**src/rtl/wb_writeback_stage.sv**
```systemverilog
// rtl/wb_writeback_stage.sv - MEM/WB holding register, load align/extend and write-back select
module wb_writeback_stage #(
  parameter int XLEN = 32,
  parameter int RA_W = 5,
  localparam int OFS_W = $clog2(XLEN/8)
) (
  input  logic             clk,
  input  logic             rst,
  input  logic             in_valid,
  output logic             in_ready,
  input  logic             in_reg_write,
  input  logic [RA_W-1:0]  in_rd,
  input  logic [1:0]       in_wb_sel,
  input  logic [2:0]       in_funct3,
  input  logic [OFS_W-1:0] in_addr_lo,
  input  logic [XLEN-1:0]  in_alu,
  input  logic [XLEN-1:0]  in_pc4,
  input  logic [XLEN-1:0]  in_pcimm,
  input  logic             mem_rvalid,
  input  logic [XLEN-1:0]  mem_rdata,
  output logic             rf_we,
  output logic [RA_W-1:0]  rf_waddr,
  output logic [XLEN-1:0]  rf_wdata,
  output logic             fwd_valid,
  output logic [RA_W-1:0]  fwd_rd,
  output logic [XLEN-1:0]  fwd_data,
  output logic             busy
);

  typedef enum logic [1:0] {S_IDLE, S_FULL, S_WAIT} state_t;

  state_t state, state_nxt;

  logic             e_reg_write;
  logic [RA_W-1:0]  e_rd;
  logic [1:0]       e_wb_sel;
  logic [2:0]       e_funct3;
  logic [OFS_W-1:0] e_addr_lo;
  logic [XLEN-1:0]  e_alu, e_pc4, e_pcimm;

  logic            load_wait, accept, retire;
  logic [XLEN-1:0] shifted, load_val, src;

  always_ff @(posedge clk or posedge rst) begin
    if (rst) state <= S_IDLE;
    else     state <= state_nxt;
  end

  always_ff @(posedge clk or posedge rst) begin
    if (rst) begin
      e_reg_write <= 1'b0;
      e_rd        <= '0;
      e_wb_sel    <= '0;
      e_funct3    <= '0;
      e_addr_lo   <= '0;
      e_alu       <= '0;
      e_pc4       <= '0;
      e_pcimm     <= '0;
    end else if (accept) begin
      e_reg_write <= in_reg_write;
      e_rd        <= in_rd;
      e_wb_sel    <= in_wb_sel;
      e_funct3    <= in_funct3;
      e_addr_lo   <= in_addr_lo;
      e_alu       <= in_alu;
      e_pc4       <= in_pc4;
      e_pcimm     <= in_pcimm;
    end
  end

  // A load entry that still lacks data is the only thing that stalls MEM.
  always_comb begin
    load_wait = (state == S_WAIT) && !mem_rvalid;
    in_ready  = !load_wait;
    accept    = in_valid && !load_wait;
    retire    = (state == S_FULL) || ((state == S_WAIT) && mem_rvalid);
    busy      = (state == S_WAIT);
    state_nxt = S_IDLE;
    if (accept)         state_nxt = (in_wb_sel == 2'b01) ? S_WAIT : S_FULL;
    else if (load_wait) state_nxt = S_WAIT;
  end

  // Codes without a meaning at this XLEN write the raw word unshifted.
  always_comb begin
    shifted = mem_rdata >> {e_addr_lo, 3'b000};
    case (e_funct3)
      3'b000:  load_val = XLEN'($signed(shifted[7:0]));
      3'b001:  load_val = XLEN'($signed(shifted[15:0]));
      3'b100:  load_val = XLEN'(shifted[7:0]);
      3'b101:  load_val = XLEN'(shifted[15:0]);
      3'b010:  load_val = XLEN'($signed(shifted[31:0]));
      3'b110:  load_val = (XLEN == 64) ? XLEN'(shifted[31:0]) : mem_rdata;
      3'b011:  load_val = (XLEN == 64) ? shifted : mem_rdata;
      default: load_val = mem_rdata;
    endcase
  end

  always_comb begin
    case (e_wb_sel)
      2'b00:   src = e_alu;
      2'b01:   src = load_val;
      2'b10:   src = e_pc4;
      default: src = e_pcimm;
    endcase
    rf_we     = retire && e_reg_write && (e_rd != '0);
    rf_waddr  = rf_we ? e_rd : '0;
    rf_wdata  = rf_we ? src : '0;
    fwd_valid = rf_we;
    fwd_rd    = rf_waddr;
    fwd_data  = rf_wdata;
  end

endmodule

```
**config.mk**
```make
export PLATFORM = sky130hd
export DESIGN_NAME = wb_writeback_stage
export DESIGN_NICKNAME = d
export VERILOG_FILES = /design/src/rtl/wb_writeback_stage.sv
export SDC_FILE = /design/constraint.sdc
export NUM_CORES = 1
export LEC_CHECK = 0
export ABC_AREA = 1
export CAP_MARGIN = 20
export CORE_UTILIZATION = 60
export DETAILED_ROUTE_END_ITERATION = 16
export DONT_BUFFER_PORTS = 1
export MAX_ROUTING_LAYER = met4
export PLACE_DENSITY = 0.79
export SLEW_MARGIN = 10
export SYNTH_ARGS = -nofsm -noshare
export SYNTH_HDL_FRONTEND = slang
export SYNTH_SLANG_ARGS = --single-unit
```
**constraint.sdc**
```tcl
create_clock -name clk -period 8.3 [get_ports clk]
set_input_delay 2.49 -clock clk [delete_from_list [all_inputs] [get_ports clk]]
set_output_delay 2.49 -clock clk [all_outputs]
set_load 0.02 [all_outputs]
```
* Yosys cells after proc, flatten, opt, wreduce, memory -nomap -nowiden *
Cells that the tools add are included.

cells by class
  equal/unequal tests = 9
  shift-type cells = 1
  mux-type cells = 7
  reductions and logical operators = 11

operator list
  cell                                                              count
  32-bit case mux with 5 select lines                               1
  32-bit case mux with 3 select lines                               1
  32-bit 2-to-1 mux                                                 1
  32-bit by 5-bit right shift with 32-bit output                    1
  2-bit by 1-bit == test with 1-bit output (second input constant)  3
  3-bit == test (second input constant)                             2
  2-bit 2-to-1 mux                                                  3
  1-bit logical AND                                                 5
  5-bit 2-to-1 mux                                                  1
  5-bit nonzero test                                                1
  2-bit == test (second input constant)                             2
  3-bit by 1-bit == test with 1-bit output (second input constant)  1
  3-bit by 2-bit == test with 1-bit output (second input constant)  1
  3-bit zero test                                                   1
  1-bit zero test                                                   2
  2-bit zero test                                                   1
  1-bit logical OR                                                  1

storage, ports and cells
  flip-flop bits (word level) = 111
  output and inout bits = 78

* Depth between registers and ports, before layout *
  depth after elaboration = 6
  gate-level depth with buffers = 10
  gate-level depth less buffers = 8

* Least setup slack after synthesis *
OpenSTA, ideal clock, no wires.

  path kind = input to output
  start = input port mem_rdata[31]
  end = output port rf_wdata[11]
  data arrival time = 3,721 ps
  setup slack = 2,089 ps
  cell stages on the path = 10
  cells stage by stage = inv_1 nand2_1 nand3_1 nand2_1 nand2_2 nand2_4 buf_6 o21bai_2 a21oi_1 buf_4

between the ends
  longest elaborated chain between the ends = 4

ends and longest elaborated chain
  what                                            RTL line  source
  from (decl)                                     20        input logic [XLEN-1:0] mem_rdata,
  32-bit by 5-bit right shift with 32-bit output  85        shifted = mem_rdata >> {e_addr_lo, 3'b000};
  32-bit case mux with 5 select lines             86        case (e_funct3)
  32-bit case mux with 3 select lines             99        case (e_wb_sel)
  32-bit 2-to-1 mux                               107       rf_wdata = rf_we ? src : '0;
  to (decl)                                       23        output logic [XLEN-1:0] rf_wdata,

No other way between the ends.

* Worst setup path in the final report *
  start = input port mem_rvalid
  end = output port rf_wdata[15]

between the ends
  longest elaborated chain between the ends = 5

ends and longest elaborated chain
  what                            RTL line  source
  from (decl)                     19        input logic mem_rvalid,
  1-bit logical AND               76        retire = (state == S_FULL) || ((state == S_WAIT) && mem_rvalid);
  1-bit logical OR                76
  1-bit logical AND (2 in a row)  105       rf_we = retire && e_reg_write && (e_rd != '0);
  net fwd_valid                   24        output logic fwd_valid,
  32-bit 2-to-1 mux               107

The timed path passes the listed nets, and every way through them passes these cells.

==> run metrics <==
status=complete, no violations; total grt overflow=0; CTS buffer count=9; cell mode on critical path=nand2_1; Fin. Hold Viols=0; Crit path largest cell delay=730 ps; GRT Util Overall=slightly below 30%; Fin Clk Skew=4.71 ps; crit start category=primary input; CP Capture Type=output pin; H-tree levels=3; Cells after Synth=677; Crit Path Class=in2out; vias per cell=6.29; R2R depth=4; TritonCTS clock tree=done; FF+latch count, synth=111; R2R Path End=e_alu[25]; total negative slack=0 ps; clock sinks=111; Rows=38; crit-path leading delay family=compound AO/OA/AOI/OAI gates; vias in the first global route=approximately 4,700; Worst Tran Pin Value=roughly 1100 ps; first-pass GRT wire length=25,000 um; R2R Setup Slk=~6100 ps; Final period util=between 80% and 90%; Worst Path Required=5810 ps; EDFF count, synth=0; Core Region=11,000 um2; Post CTS Setup Buffer Count=0; nets@finish=755; Design Power=~1.4 mW; Peak VDD IR=0.234 mV; FF-to-FF Start=state[0]; Clock Tree Buf Depth=2; Die Y=approximately 110 um; top-level port count=223; worst slack, placed=between 1500 and 2000 ps; Min-Delay Path Class=reg2reg; Initial Util=62.3%; Worst-Skew Late Latency=roughly 350 ps; hold path start=e_pcimm[9]; share of cells above drive strength 1=29.9%; post-layout util=between 60% and 70%; gp weighted congestion=0.880; Tmin final=6750 ps; smallest setup slack after layout=1550 ps; DRC Markers=0; post-CTS sizing=0; hpwl dp=about 12,000 um; Slew Viols, Final=0; arrival time at the worst endpoint=roughly 4300 ps; ant diodes=0; Via Count=about 4,700; prevailing post-synth register cell=dfrtp_1; total wire length=16,500 um; Hold Path Depth=1; CP Buf/Inv Count=1; Hold EP=e_pcimm[9]; Hold Buf Count CTS=0; Post-Syn Area=6840 um2; Final setup viols=0; RSZ-0062 raised after global routing=false; Crit Path Max Fanout=34; Buffers on Ports=0; initial antenna violation count=0; Die ar.=11,800 um2; clock-pin slew on the worst setup and hold paths=70 ps; Slew HR=29.2%; asr flop ratio synth=100%; wire length per cell=around 22 um; syn_nets=about 820; post-route ant nets=0; largest net degree at the start of global routing=122; 1st-iter DRT viols=330; CP max-delay cell=a21oi_1; Seq/Total Area, Yosys=between 40% and 50%; yosys warns=0; Die Span X=109 um; number of max-cap violations=0; Static Leak=3.02 nW; synthesized area per cell=10.1 um2; Power Density=211 nW/um2; Area Growth Syn to Fin=-0.329%; Fill cells=about 890; CTS Root Cell=clkbuf_16; fmax=0.148 GHz; drt pass-1 iters=5; critical-path cell list=nand2_1, nand2_1, nand3_2, inv_2, o21ai_0, a21oi_1; distinct cell type count after synthesis=32
==> per-stage QoR <==
step / hold WS, ps / area (um2) / instances
global route: 519 / 6820 / 755
CTS: 507 / 6780 / 753
finish: 506 / 6820 / 755
detailed placement: 491 / 6490 / 737
global placement: 483 / 6460 / 736
floorplan: 474 / 6840 / 677
==> cell type report <==
type / instances / area (um2) / share of cell area (%)
multi-input combinational: 458 / 3390 / 49.7
sequential: 111 / 2780 / 40.7
clock buffer: 11 / 233 / 3.41
tap: 140 / 175 / 2.57
inverter: 24 / 95.1 / 1.39
timing repair buffer: 6 / 88.8 / 1.30
clock inverter: 5 / 58.8 / 0.862
==> worst max-delay path by stage <==
stage,depth (start not counted),slack [ps],endpoint,start
floorplan,10,2090,rf_wdata[11],mem_rdata[31]
global placement,6,1590,fwd_data[31],mem_rvalid
detailed placement,6,1550,fwd_data[10],mem_rvalid
CTS,6,1550,fwd_data[10],mem_rvalid
global route,6,1390,fwd_data[18],mem_rvalid
finish,6,1550,rf_wdata[15],mem_rvalid
==> metal layers <==
metal / global-route usage [%] / vias up / wire length, um
li1: - / 2180 / -
met1: 34.9 / 2347 / 6640
met2: 48.1 / 199 / 8200
met3: 9.80 / 23 / 1460
met4: 6.95 / 0 / 229
met5: - / - / 0
==> placed cells by master, fill, tap and decap left out, types with 14 or more instances in the layout <==
cell type / netlist / final
a21oi_1: 31 / 31
o21ai_0: 67 / 67
dfrtp_1: 111 / 111
mux2_2: 31 / 31
nand3_1: 22 / 22
nand2_2: 15 / 14
inv_1: 17 / 16
mux2_4: 68 / 68
o21bai_2: 20 / 20
a221oi_1: 32 / 32
nand2_1: 100 / 100
nor2_1: 37 / 35
==> sequential cells by signal, summed over array words and instances, names as in the netlist <==
| signal | flops |
|---|---|
| e_addr_lo | 2 |
| e_alu | 32 |
| e_funct3 | 3 |
| e_pc4 | 32 |
| e_pcimm | 32 |
| e_rd | 5 |
| e_reg_write | 1 |
| e_wb_sel | 2 |
| state | 2 |
==> synth_stat cells, types with 6 or more instances <==
master / count / share of area, %
mux2_2: 31 / 5.1
nand3_1: 22 / 1.6
inv_1: 17 / 0.93
nand2_2: 15 / 1.4
a221oi_1: 32 / 4.1
a21oi_1: 31 / 2.3
nand2_1: 100 / 5.5
a21oi_2: 10 / 1.3
dfrtp_1: 111 / 41
buf_2: 25 / 1.8
buf_6: 13 / 2.1
o21bai_2: 20 / 3.3
o21ai_0: 67 / 4.9
mux2_4: 68 / 15
o21bai_1: 10 / 1.1
nor2_1: 37 / 2.0
inv_2: 6 / 0.33
buf_4: 41 / 4.5
==> logic make-up (layout without fill, tap and decap cells) <==
group	count (synthesis)	after routing	share of synthesized area [%]
AND/OR/NAND/NOR	185	185	12.0
AO/OA/AOI/OAI	174	174	17.3
flip-flops	111	111	40.6
buffers and inverters	108	46	10.1
multiplexers	99	99	20.0
==> where the power goes <==
group	internal [mW]	total (mW)	switching, mW
Combinational	0.147	0.361	0.214
Sequential	0.603	0.648	0.0452
Clock	0.234	0.429	0.194
Total	0.984	1.44	0.454
No activity file was read; power rests on OpenSTA's default activity.
==> variant, RTL diff (same settings) <==
Make the reset (`rst`) synchronous in 2 clocked blocks.
--- a/src/rtl/wb_writeback_stage.sv
+++ b/src/rtl/wb_writeback_stage.sv
@@ -43,3 +43,3 @@
 
-  always_ff @(posedge clk or posedge rst) begin
+  always_ff @(posedge clk) begin
     if (rst) state <= S_IDLE;
@@ -48,3 +48,3 @@
 
-  always_ff @(posedge clk or posedge rst) begin
+  always_ff @(posedge clk) begin
     if (rst) begin
Function: differs if rst is asserted again (counterexample within 4 cycles, from zero or initial values and one cycle with rst high); with rst held inactive, the same outputs for 10 cycles.
==> variant against the original RTL <==
- routed wire length rose by 11%
- sequential cell count stayed put
- power shrank 20%
- sequential power shrank 9.6%
- register-to-register slack worse by 0.03 ns
- area after synthesis down 9.6%
- worst setup slack gained 0.19 ns
- hold slack got worse by 0.042 ns
- design area shrank 9.8%
- synthesized cell count increased by 36%
- critical path depth rose by 3
- highest routed layer unchanged
==> variant: results (changes against the original RTL) <==
RUN STATUS
--------------------------------------------------------------------------------
Outcome                                                             complete, no violations

LAYOUT
--------------------------------------------------------------------------------
Final-stage net count                                                        996   +32%
Proportion of layout cells with a drive suffix above 1                     8.29%   -22 points

WORST SETUP PATH
--------------------------------------------------------------------------------
Endpoint arrival time on the critical path                               4.08 ns   -0.18 ns
Reg2Reg Capture Point                                                    e_rd[0]
R2R Path Start                                                          state[1]
Biggest fanout along the worst timing path                                    16   -53%
Slack of the worst reg-to-reg path                                       6.03 ns   -0.03 ns
Depth of the worst register-to-register path                                   7   +3

PLACED DESIGN
--------------------------------------------------------------------------------
HPWL Detailed                                                            12.6 mm   +8.4%
Placement Cell Area                                                  0.00592 mm²   -8.8%

POWER
--------------------------------------------------------------------------------
IR drop worst, VDD                                                        100 µV   -57%
Reported leakage power                                                   2.48 nW   -18%

TIMING
--------------------------------------------------------------------------------
Worst slew margin                                                          24.7%   -4.4 points
Tightest hold margin                                                    0.464 ns   -0.0424 ns

DETAILED ROUTING
--------------------------------------------------------------------------------
Drt via density                                                             6.06   -3.7%
Final routed wirelength across all metal layers                          18.3 mm   +11%

MIN PATH
--------------------------------------------------------------------------------
Depth of the worst hold-timing path                                            2   +1
Hold Path Origin                                                      e_pcimm[1]

GLOBAL ROUTE
--------------------------------------------------------------------------------
Wire length of the first global-routing pass                             28.5 mm   +14%
Largest net degree at the start of global routing                            112   -8.2%
Number of global-route vias before repair                                  5,440   +16%

LOGIC SYNTHESIS
--------------------------------------------------------------------------------
Netlist cell types                                                            30   -6.3%
Cells taking the most area after synthesis                          sky130_fd_sc_hd__dfxtp_1 (36%), sky130_fd_sc_hd__nand2_1 (17%), sky130_fd_sc_hd__a21oi_1 (11%), sky130_fd_sc_hd__buf_4 (6.1%), sky130_fd_sc_hd__o21ai_0 (5.1%)
Most instantiated cells after synthesis                             sky130_fd_sc_hd__nand2_1 (287), sky130_fd_sc_hd__a21oi_1 (140), sky130_fd_sc_hd__dfxtp_1 (111), sky130_fd_sc_hd__o21ai_0 (63), sky130_fd_sc_hd__nor2_1 (62)
Share of async-settable or async-resettable flops after synthesis             0%   -100 points
Number of nets in the synthesized netlist                                  1,065   +30%
Share of the yosys chip area belonging to registers                        35.9%   -4.7 points

CLOCK NETWORK
--------------------------------------------------------------------------------
Clock insertion delay at the later pin of the skew report                0.38 ns   +0.03 ns

-- variant: cell types whose count changed after synthesis, sizes merged, moves of 22 or more --
cell / unedited run / this run
a21oi: 41 / 151
nor2: 42 / 66
dfrtp: 111 / 0
clkbuf: 5 / 37
o21bai: 30 / 8
mux2: 99 / 0
inv: 24 / 46
nand2: 116 / 290
dfxtp: 0 / 111
-- variant: logic make-up (layout without fill, tap and decap cells) --
group                  after synthesis  count (layout)  synth area share [%]
AOI/OAI and AO/OA                  280             280                  26.6
buffers and inverters              154              90                  13.4
DFF                                111             111                  35.9
and+or+nand+nor                    375             375                  24.1
-- variant: critical path: stages --
cell and delay [ns]:
sky130_fd_sc_hd__inv_1 0.03, sky130_fd_sc_hd__nand2_1 0.06, sky130_fd_sc_hd__nand3_2 0.10, sky130_fd_sc_hd__nand2_2 0.26, sky130_fd_sc_hd__a21oi_1 0.11, sky130_fd_sc_hd__nand2_1 0.11
sky130_fd_sc_hd__nand2_1 0.06, sky130_fd_sc_hd__a21oi_1 0.57, sky130_fd_sc_hd__buf_4 0.28
-- variant: how the worst max path moves through the flow --
stage,start,slack (ns),to,cells past startpoint
final,mem_rdata[23],1.73,rf_wdata[31],9
after global routing,mem_rdata[23],1.64,rf_wdata[31],9
after CTS,mem_rdata[23],1.77,rf_wdata[31],9
after detailed placement,mem_rdata[23],1.77,rf_wdata[31],9
after global placement,mem_rdata[23],1.80,rf_wdata[31],9
after floorplan,mem_rvalid,2.03,rf_wdata[26],8
-- variant: report_power, final --
part	switching, W	internal (W)
registers	0.0000225	0.000564
logic	0.000130	0.0000609
clock network	0.000185	0.000182
total	0.000338	0.000807
-- variant: through the flow --
stage	cells	total power, W	util, %
floorplan	920	0.000755	-
CTS	989	0.00115	62.3
detailed placement	973	0.000785	60.0
finish	989	0.00114	62.3
global route	989	0.00120	62.3
global placement	973	0.000779	60.0
-- variant: final cells by class --
cell class	instances	area, µm²
repair buffers	28	210
clock buffers	11	141
multi-input cells	655	3140
fillers	942	3710
clock inverters	5	87.6
inverters	46	178
well taps	133	166
flip-flops and latches	111	2220
-- variant: per-layer routing --
| layer | vias to the layer above | global-route usage, % | wire (µm) |
|---|---|---|---|
| li1 | 2870 | - | - |
| met1 | 2777 | 43.5 | 7400 |
| met2 | 308 | 53.2 | 8370 |
| met3 | 35 | 9.82 | 2090 |
| met4 | 0 | 10.4 | 402 |
| met5 | - | - | 0 |
